`config.mk`:
```
export PLATFORM = sky130hd
export DESIGN_NAME = pipe_perf_monitor_flat
export DESIGN_NICKNAME = d
export VERILOG_FILES = /design/src/rtl/pipe_perf_monitor_if.sv /design/src/rtl/pipe_perf_monitor.sv /design/src/flat_wrapper.sv
export SDC_FILE = /design/constraint.sdc
export NUM_CORES = 1
export LEC_CHECK = 0
export CELL_PAD_IN_SITES_DETAIL_PLACEMENT = 1
export CELL_PAD_IN_SITES_GLOBAL_PLACEMENT = 1
export CORE_MARGIN = 10
export CORE_UTILIZATION = 25
export CTS_CLUSTER_DIAMETER = 50
export DETAILED_ROUTE_END_ITERATION = 12
export PLACE_DENSITY_LB_ADDON = 0.1
export SYNTH_ARGS = -nofsm -noshare
export SYNTH_HDL_FRONTEND = slang
export SYNTH_SLANG_ARGS = --single-unit
```
`constraint.sdc`:
```
create_clock -name clk -period 4.6 [get_ports clk]
set_clock_uncertainty 0.05 [all_clocks]
set_input_delay 0.69 -clock clk [delete_from_list [all_inputs] [get_ports clk]]
set_output_delay 0.69 -clock clk [all_outputs]
set_load 0.005 [all_outputs]
```
`src/rtl/pipe_perf_monitor_if.sv`:
```
// Trace pop channel of the pipeline performance monitor: valid/ready handshake
// carrying the captured PC and event vector of the FIFO head.
interface pipe_perf_monitor_if #(
    parameter int NUM_EVT = 8,
    parameter int PC_W    = 32
);
    logic                tr_valid;
    logic                tr_ready;
    logic [PC_W-1:0]     tr_pc;
    logic [NUM_EVT-1:0]  tr_evt;

    modport master (
        output tr_valid,
        output tr_pc,
        output tr_evt,
        input  tr_ready
    );

    modport slave (
        input  tr_valid,
        input  tr_pc,
        input  tr_evt,
        output tr_ready
    );
endinterface

```
`src/rtl/pipe_perf_monitor.sv`:
```
// Event counters, cycle counter and first-word-fall-through trace FIFO fed by
// one-cycle pipeline event strobes (stall, squash, forwarding paths).
module pipe_perf_monitor #(
    parameter int CNT_W       = 32,
    parameter int NUM_EVT     = 8,
    parameter int PC_W        = 32,
    parameter int TRACE_DEPTH = 16,
    parameter int SATURATE    = 1,
    localparam int SEL_W      = $clog2(NUM_EVT + 1),
    localparam int LVL_W      = $clog2(TRACE_DEPTH) + 1
) (
    input  logic                 clk,
    input  logic                 rst,
    input  logic                 en_i,
    input  logic                 clr_i,
    input  logic [NUM_EVT-1:0]   evt_i,
    input  logic [PC_W-1:0]      pc_i,
    input  logic [NUM_EVT-1:0]   trace_mask_i,
    input  logic [SEL_W-1:0]     rd_sel_i,
    output logic [CNT_W-1:0]     rd_data_o,
    output logic [NUM_EVT:0]     cnt_ovf_o,
    output logic                 tr_drop_o,
    output logic [LVL_W-1:0]     tr_level_o,
    pipe_perf_monitor_if.master  tr
);

    localparam int PTR_W = $clog2(TRACE_DEPTH);
    localparam int ENT_W = PC_W + NUM_EVT;

    // ------------------------------------------------------------------
    // Counter bank: index NUM_EVT is the free-running cycle counter.
    // ------------------------------------------------------------------
    logic [NUM_EVT:0]            inc_w;
    logic [NUM_EVT:0][CNT_W-1:0] cnt_q;
    logic [NUM_EVT:0][CNT_W-1:0] cnt_d;
    logic [NUM_EVT:0]            ovf_q;
    logic [NUM_EVT:0]            ovf_d;

    assign inc_w = {en_i, evt_i & {NUM_EVT{en_i}}};

    genvar gi;
    generate
        for (gi = 0; gi <= NUM_EVT; gi++) begin : g_cnt
            logic at_max;
            assign at_max = &cnt_q[gi];

            // Clear beats a same-cycle increment; the overflow flag is sticky.
            assign cnt_d[gi] = clr_i        ? '0 :
                               !inc_w[gi]   ? cnt_q[gi] :
                               !at_max      ? cnt_q[gi] + CNT_W'(1) :
                               (SATURATE != 0) ? cnt_q[gi] : '0;
            assign ovf_d[gi] = !clr_i & (ovf_q[gi] | (inc_w[gi] & at_max));
        end
    endgenerate

    always_ff @(posedge clk) begin
        if (!rst) begin
            cnt_q <= '0;
            ovf_q <= '0;
        end else begin
            cnt_q <= cnt_d;
            ovf_q <= ovf_d;
        end
    end

    assign cnt_ovf_o = ovf_q;

    // ------------------------------------------------------------------
    // Registered read port; out-of-range selects read as zero.
    // ------------------------------------------------------------------
    logic [CNT_W-1:0] rd_data_d;
    logic [CNT_W-1:0] rd_data_q;

    always_comb begin
        rd_data_d = '0;
        for (int i = 0; i <= NUM_EVT; i++) begin
            if (rd_sel_i == SEL_W'(i)) begin
                rd_data_d = cnt_q[i];
            end
        end
    end

    always_ff @(posedge clk) begin
        if (!rst) begin
            rd_data_q <= '0;
        end else begin
            rd_data_q <= rd_data_d;
        end
    end

    assign rd_data_o = rd_data_q;

    // ------------------------------------------------------------------
    // Trace FIFO control
    // ------------------------------------------------------------------
    logic [ENT_W-1:0] mem_q [TRACE_DEPTH];
    logic [PTR_W-1:0] wr_ptr_q;
    logic [PTR_W-1:0] wr_ptr_d;
    logic [PTR_W-1:0] rd_ptr_q;
    logic [PTR_W-1:0] rd_ptr_d;
    logic [LVL_W-1:0] level_q;
    logic [LVL_W-1:0] level_d;
    logic             drop_q;
    logic             drop_d;
    logic             push_req;
    logic             push;
    logic             pop;
    logic             full;
    logic             empty;

    assign empty    = (level_q == '0);
    assign full     = (level_q == LVL_W'(TRACE_DEPTH));
    assign push_req = en_i & (|(evt_i & trace_mask_i));
    assign pop      = !empty & tr.tr_ready;
    // A pop frees the head slot at this edge, so a push into a full FIFO still fits.
    assign push     = push_req & (!full | pop);

    assign wr_ptr_d = push ? wr_ptr_q + PTR_W'(1) : wr_ptr_q;
    assign rd_ptr_d = pop  ? rd_ptr_q + PTR_W'(1) : rd_ptr_q;
    assign level_d  = level_q + LVL_W'(push) - LVL_W'(pop);
    assign drop_d   = !clr_i & (drop_q | (push_req & !push));

    always_ff @(posedge clk) begin
        if (!rst) begin
            wr_ptr_q <= '0;
            rd_ptr_q <= '0;
            level_q  <= '0;
            drop_q   <= 1'b0;
        end else begin
            wr_ptr_q <= wr_ptr_d;
            rd_ptr_q <= rd_ptr_d;
            level_q  <= level_d;
            drop_q   <= drop_d;
        end
    end

    // Storage carries no reset; the head outputs are gated by occupancy instead.
    always_ff @(posedge clk) begin
        if (rst && push) begin
            mem_q[wr_ptr_q] <= {pc_i, evt_i};
        end
    end

    logic [ENT_W-1:0] head_w;
    assign head_w = mem_q[rd_ptr_q];

    assign tr.tr_valid = !empty;
    assign tr.tr_pc    = empty ? '0 : head_w[ENT_W-1:NUM_EVT];
    assign tr.tr_evt   = empty ? '0 : head_w[NUM_EVT-1:0];
    assign tr_level_o  = level_q;
    assign tr_drop_o   = drop_q;

endmodule

```
`src/flat_wrapper.sv`:
```
// flat-port wrapper written by rule: the top's interface ports become plain ports
module pipe_perf_monitor_flat 
#(
    parameter int CNT_W       = 32,
    parameter int NUM_EVT     = 8,
    parameter int PC_W        = 32,
    parameter int TRACE_DEPTH = 16,
    parameter int SATURATE    = 1,
    localparam int SEL_W      = $clog2(NUM_EVT + 1),
    localparam int LVL_W      = $clog2(TRACE_DEPTH) + 1
)
  (clk, rst, en_i, clr_i, evt_i, pc_i, trace_mask_i, rd_sel_i, rd_data_o, cnt_ovf_o, tr_drop_o, tr_level_o, tr_tr_valid, tr_tr_pc, tr_tr_evt, tr_tr_ready);
  pipe_perf_monitor_if #(.NUM_EVT(NUM_EVT), .PC_W(PC_W)) tr_i ();
  input  logic clk;
  input  logic rst;
  input  logic en_i;
  input  logic clr_i;
  input  logic [NUM_EVT-1:0] evt_i;
  input  logic [PC_W-1:0] pc_i;
  input  logic [NUM_EVT-1:0] trace_mask_i;
  input  logic [SEL_W-1:0] rd_sel_i;
  output logic [CNT_W-1:0] rd_data_o;
  output logic [NUM_EVT:0] cnt_ovf_o;
  output logic tr_drop_o;
  output logic [LVL_W-1:0] tr_level_o;
  output wire logic [$bits(tr_i.tr_valid)-1:0] tr_tr_valid;
  output wire logic [$bits(tr_i.tr_pc)-1:0] tr_tr_pc;
  output wire logic [$bits(tr_i.tr_evt)-1:0] tr_tr_evt;
  input wire logic [$bits(tr_i.tr_ready)-1:0] tr_tr_ready;
  assign tr_tr_valid = tr_i.tr_valid;
  assign tr_tr_pc = tr_i.tr_pc;
  assign tr_tr_evt = tr_i.tr_evt;
  assign tr_i.tr_ready = tr_tr_ready;
  pipe_perf_monitor #(.CNT_W(CNT_W), .NUM_EVT(NUM_EVT), .PC_W(PC_W), .TRACE_DEPTH(TRACE_DEPTH), .SATURATE(SATURATE)) u_core (.clk(clk), .rst(rst), .en_i(en_i), .clr_i(clr_i), .evt_i(evt_i), .pc_i(pc_i), .trace_mask_i(trace_mask_i), .rd_sel_i(rd_sel_i), .rd_data_o(rd_data_o), .cnt_ovf_o(cnt_ovf_o), .tr_drop_o(tr_drop_o), .tr_level_o(tr_level_o), .tr(tr_i));
endmodule
```
==> qor.log <==
INFO  setup_path     crit_path_start_kind=flip-flop
INFO  run_status     status=complete, no violations
INFO  synthesis      synth_enable_flop_cells=640
INFO  synthesis      synthesis.instances=3260
INFO  final_layout   sequential_cell_area=26180µm²
INFO  die            placeableCoreArea=169700µm²
INFO  global_routing global_route.overflow_total=0
INFO  global_routing vias_in_the_first_global_route=31770
INFO  setup_path     crit_arrival=3590ps
INFO  die            die-height=433.6µm
INFO  cts            register_clock_pin_slew_on_the_reported_worst_setup_and_hold_paths=60ps
INFO  power_and_ir_drop sequentialPowerShare=38.9%
INFO  power_and_ir_drop clockPowerShare=46.6%
INFO  cts            numCtsBuffers=152
INFO  global_routing globalRouteMet1Util=20.12%
INFO  synthesis      synthesis.nets=3338
INFO  route          drt_first_iter_violations=1793
INFO  timing         slew_headroom=22.88%
INFO  timing         max_freq=231.1MHz
INFO  cts            h-tree-depth=4
INFO  placed_design  post-place-ws=264.0ps
INFO  power_and_ir_drop netSwitchingPower=0.006290W
INFO  setup_path     timing.reg2reg.setup_slack=1360ps
INFO  timing         final_period_minus_worst_setup_slack=4327ps
INFO  synthesis      yosysUniqueCellTypes=78
INFO  die            start_util=25.21%
INFO  synthesis      ys_seq_area_share=61.18%
INFO  placed_design  place_hpwl=104.3mm
INFO  power_and_ir_drop p_comb_share=14.5%
INFO  route          routed_via_density=5.140
INFO  flow_run       maxCapViolations=0
INFO  cts            cts_resized=0
INFO  final_layout   multi_input_comb_area=15780µm²
INFO  setup_path     crit_path_cell_trace=buf_12, buf_12, mux4_2, mux4_2, and2_1, clkdlybuf4s50_1
INFO  timing         timing_worst_slew_pin_value=1146ps
INFO  global_routing grt_first_pass_wirelength=223.7mm
INFO  synthesis      syn_area_per_cell=13.12µm²
INFO  synthesis      synth_area=42770µm²
INFO  route          drc=0
INFO  die            ios=145
INFO  setup_path     worst_setup_end_kind=output port
INFO  final_layout   post_route_cells_drive_above_1_share=17.77%
INFO  placed_design  buffer_ports.inserted=144
INFO  timing         worst_hold_slack=336.5ps
INFO  synthesis      main_synth_ff_type=edfxtp_1
INFO  setup_path     cpMaxStageDelayCell=dfxtp_4
INFO  timing         setup-violations-final=0
INFO  worst_hold_path worstHoldPathCells=3
INFO  timing         report.final.slew_viol_count=0
INFO  synthesis      synthArstFlopShare=0%
INFO  cts            holdBufCountCts=0
INFO  setup_path     timing.reg2reg.worst_path_depth=12
INFO  cts            clock_latency=790ps
INFO  route          drt-wirelength-per-cell=26.23µm
INFO  final_layout   layout.core_utilization=31.13%
INFO  global_routing grtUsageTotal=15.98%
INFO  cts            post_cts.repair.setup_buffers=0
INFO  cts            clock_sink_count=987
INFO  die            dieWidth=433.6µm
INFO  setup_path     critical_path.max_fanout=16
INFO  cts            clock_tree_buf_depth=3
INFO  setup_path     r2r-end=u_core.tr_level_o[4]
INFO  final_layout   fin_nets=3555
INFO  power_and_ir_drop static-leakage-power=15.69nW
INFO  global_routing met3_usage=2.493%
INFO  timing         layout_setup_ws=273.2ps
INFO  power_and_ir_drop power.density_cell_area=472.0nW/µm²
INFO  timing         final_hold_viol_count=0
INFO  global_routing maximum_number_of_pins_on_one_net_before_global_route_repair=83
INFO  setup_path     regToRegStartpoint=u_core.tr_level_o[4]
INFO  power_and_ir_drop internal_power=0.01864W
INFO  timing         timing.setup.tns=0ps
INFO  global_routing grt_most_used_layer=met2
INFO  power_and_ir_drop net_switching_fraction_of_the_power=25.23%
INFO  cts            clock_root_cell=clkbuf_16
INFO  timing         rsz0062_at_grt=no
INFO  setup_path     cpPeakStageDelay=580ps
INFO  final_layout   n_fill_cell=17990
INFO  setup_path     type_of_the_worst_setup_path=reg2out
INFO  worst_hold_path hold_class=in2reg
INFO  global_routing grt_antenna_before_repair=3
INFO  placed_design  dpl_cell_area=47660µm²
INFO  final_layout   cell_area_after_layout=52810µm²
INFO  die            design.die.area=188000µm²
INFO  placed_design  routabilityCongestion=0.8954
INFO  synthesis      register_bit_total_from_synthesis=987
INFO  worst_hold_path whs_endpoint=u_core.cnt_ovf_o[8]
INFO  route          drtAntennaViolNets=0
INFO  route          dr_pass1_iterations=5
INFO  synthesis      ys_warn_count=0
INFO  final_layout   syn2layout_area_growth=23.48%
INFO  route          vias=29920
INFO  setup_path     cp.required=3860ps
INFO  route          wirelength=152.7mm
INFO  cts            tritoncts_clock_tree=yes
INFO  global_routing globalRouteMet2Util=27.88%
INFO  timing         fin_crit_sh=94.06%
INFO  die            rows=151
INFO  power_and_ir_drop power.ir.vdd_worst=0.3039mV
INFO  worst_hold_path hp-start=en_i
==> synthesized netlist by cell type, drive strengths merged (5+ instances only) <==
library cell | instances | area [µm²]
o31ai | 70 | 544.3
buf | 41 | 199.0
nand2b | 6 | 37.54
nor4 | 34 | 259.0
nor2 | 132 | 495.5
a211oi | 13 | 97.59
clkbuf | 149 | 560.5
o2bb2ai | 5 | 43.79
nor4b | 7 | 61.31
and4 | 36 | 315.3
nor3 | 24 | 130.1
dfxtp | 347 | 6947
o311ai | 8 | 87.59
nand3 | 127 | 635.6
a21o | 7 | 52.55
o21ai | 171 | 855.8
ha | 20 | 250.2
o211ai | 18 | 135.1
nand2 | 211 | 792.0
xor2 | 20 | 175.2
o2111ai | 5 | 43.79
mux2i | 27 | 270.3
a31o | 8 | 70.07
nor3b | 7 | 57.55
or3 | 118 | 738.2
nor2b | 8 | 50.05
mux4 | 201 | 4527
o41ai | 9 | 78.83
or2 | 36 | 225.2
a21oi | 199 | 996.0
nand4 | 91 | 581.8
o22ai | 7 | 43.79
and2 | 60 | 375.4
a2111oi | 12 | 105.1
edfxtp | 640 | 19220
and3 | 26 | 162.7
nand3b | 5 | 37.54
a221oi | 25 | 219.0
a41o | 6 | 60.06
a31oi | 45 | 281.5
a22oi | 52 | 390.4
or4 | 84 | 634.4
xnor2 | 37 | 324.1
inv | 72 | 270.3
==> flip-flops by register name (all words and copies together), names as in the netlist, named ones only <==
name and flops:
u_core.cnt_ovf_o 9, u_core.cnt_q 288, u_core.mem_q 640, u_core.rd_data_o 32, u_core.rd_ptr_q 4, u_core.tr_drop_o 1
u_core.tr_level_o 5, u_core.wr_ptr_q 4
==> cell type report <==
cell class | count | area share (%)
flip-flops and latches | 987 | 49.57
multi-input cells | 2011 | 29.88
clock buffers | 196 | 7.764
well taps | 2218 | 5.255
repair buffers | 253 | 5.028
clock inverters | 82 | 1.981
inverters | 72 | 0.5118
diodes | 2 | 0.009477
==> routing by layer <==
metal	part of all wire [%]	vias to the layer above	wire [µm]
met2	50	586	76810
li1	-	13400	-
met1	43	15720	66030
met3	3.5	209	5385
met5	0	-	0
met4	2.9	0	4441
==> placed cells by master, fill, tap and decap left out, types with 32 or more instances in the layout <==
| master | netlist | final |
|---|---|---|
| and4_1 | 36 | 36 |
| o21ai_0 | 171 | 171 |
| dfxtp_1 | 347 | 343 |
| nor2_1 | 132 | 115 |
| xnor2_1 | 37 | 37 |
| and2_1 | 60 | 60 |
| edfxtp_1 | 640 | 640 |
| buf_4 | 4 | 77 |
| mux4_2 | 201 | 201 |
| nand3_1 | 127 | 127 |
| or2_2 | 35 | 35 |
| buf_12 | 0 | 32 |
| a31oi_1 | 45 | 45 |
| nand2_1 | 211 | 210 |
| clkdlybuf4s50_1 | 0 | 143 |
| clkbuf_1 | 148 | 32 |
| nand4_1 | 89 | 89 |
| o31ai_1 | 68 | 68 |
| or4_1 | 83 | 83 |
| a22oi_1 | 52 | 52 |
| clkbuf_16 | 0 | 153 |
| or3_1 | 118 | 118 |
| inv_1 | 71 | 71 |
| a21oi_1 | 199 | 199 |
==> per-stage QoR <==
stage               power (W)  instances
CTS                   0.02545       5819
global placement      0.01362       5541
global route          0.02600       5820
detailed placement    0.01366       5541
finish                0.02493       5821
floorplan             0.01189       3260
==> worst max-delay path, delay by kind of cell, from the launching register on <==
kind	cells	cell delay, ps
buffers and inverters	3	930
flip-flops	1	580
multiplexers	2	1070
AND/OR/NAND/NOR	1	190
==> cell families (layout without fill, tap and decap cells) <==
family          count (synthesis)  count (layout)  synth area share (%)
buf+inv                       262             603                 2.408
flops                         987             987                 61.18
xor+xnor                       57              57                 1.167
mux                           228             228                 11.22
simple gates                 1024            1024                 13.36
fa+ha+maj                      21              21                0.6319
compound gates                681             681                 10.04
other cells                     0               2                     0
==> power by group through the flow <==
stage          registers (W)  clock network, W  logic (W)
6_report             0.00971            0.0116    0.00361
5_1_grt              0.00972            0.0123    0.00394
4_1_cts              0.00972            0.0120    0.00377
3_5_place_dp         0.00990                 0    0.00376
3_3_place_gp         0.00989                 0    0.00373
2_1_floorplan        0.00977                 0    0.00213
==> worst max path at each step <==
stage                   start                   end  cells after the start
floorplan                en_i    u_core.mem_q[8][0]                      7
CTS                 flip-flop          tr_tr_pc[30]                      6
global route        flip-flop          tr_tr_pc[30]                      6
finish              flip-flop          tr_tr_pc[30]                      6
detailed placement   evt_i[6]  u_core.tr_level_o[4]                     12
global placement     evt_i[6]  u_core.tr_level_o[4]                     12
Note: power is estimated with default switching activity, not from simulation.
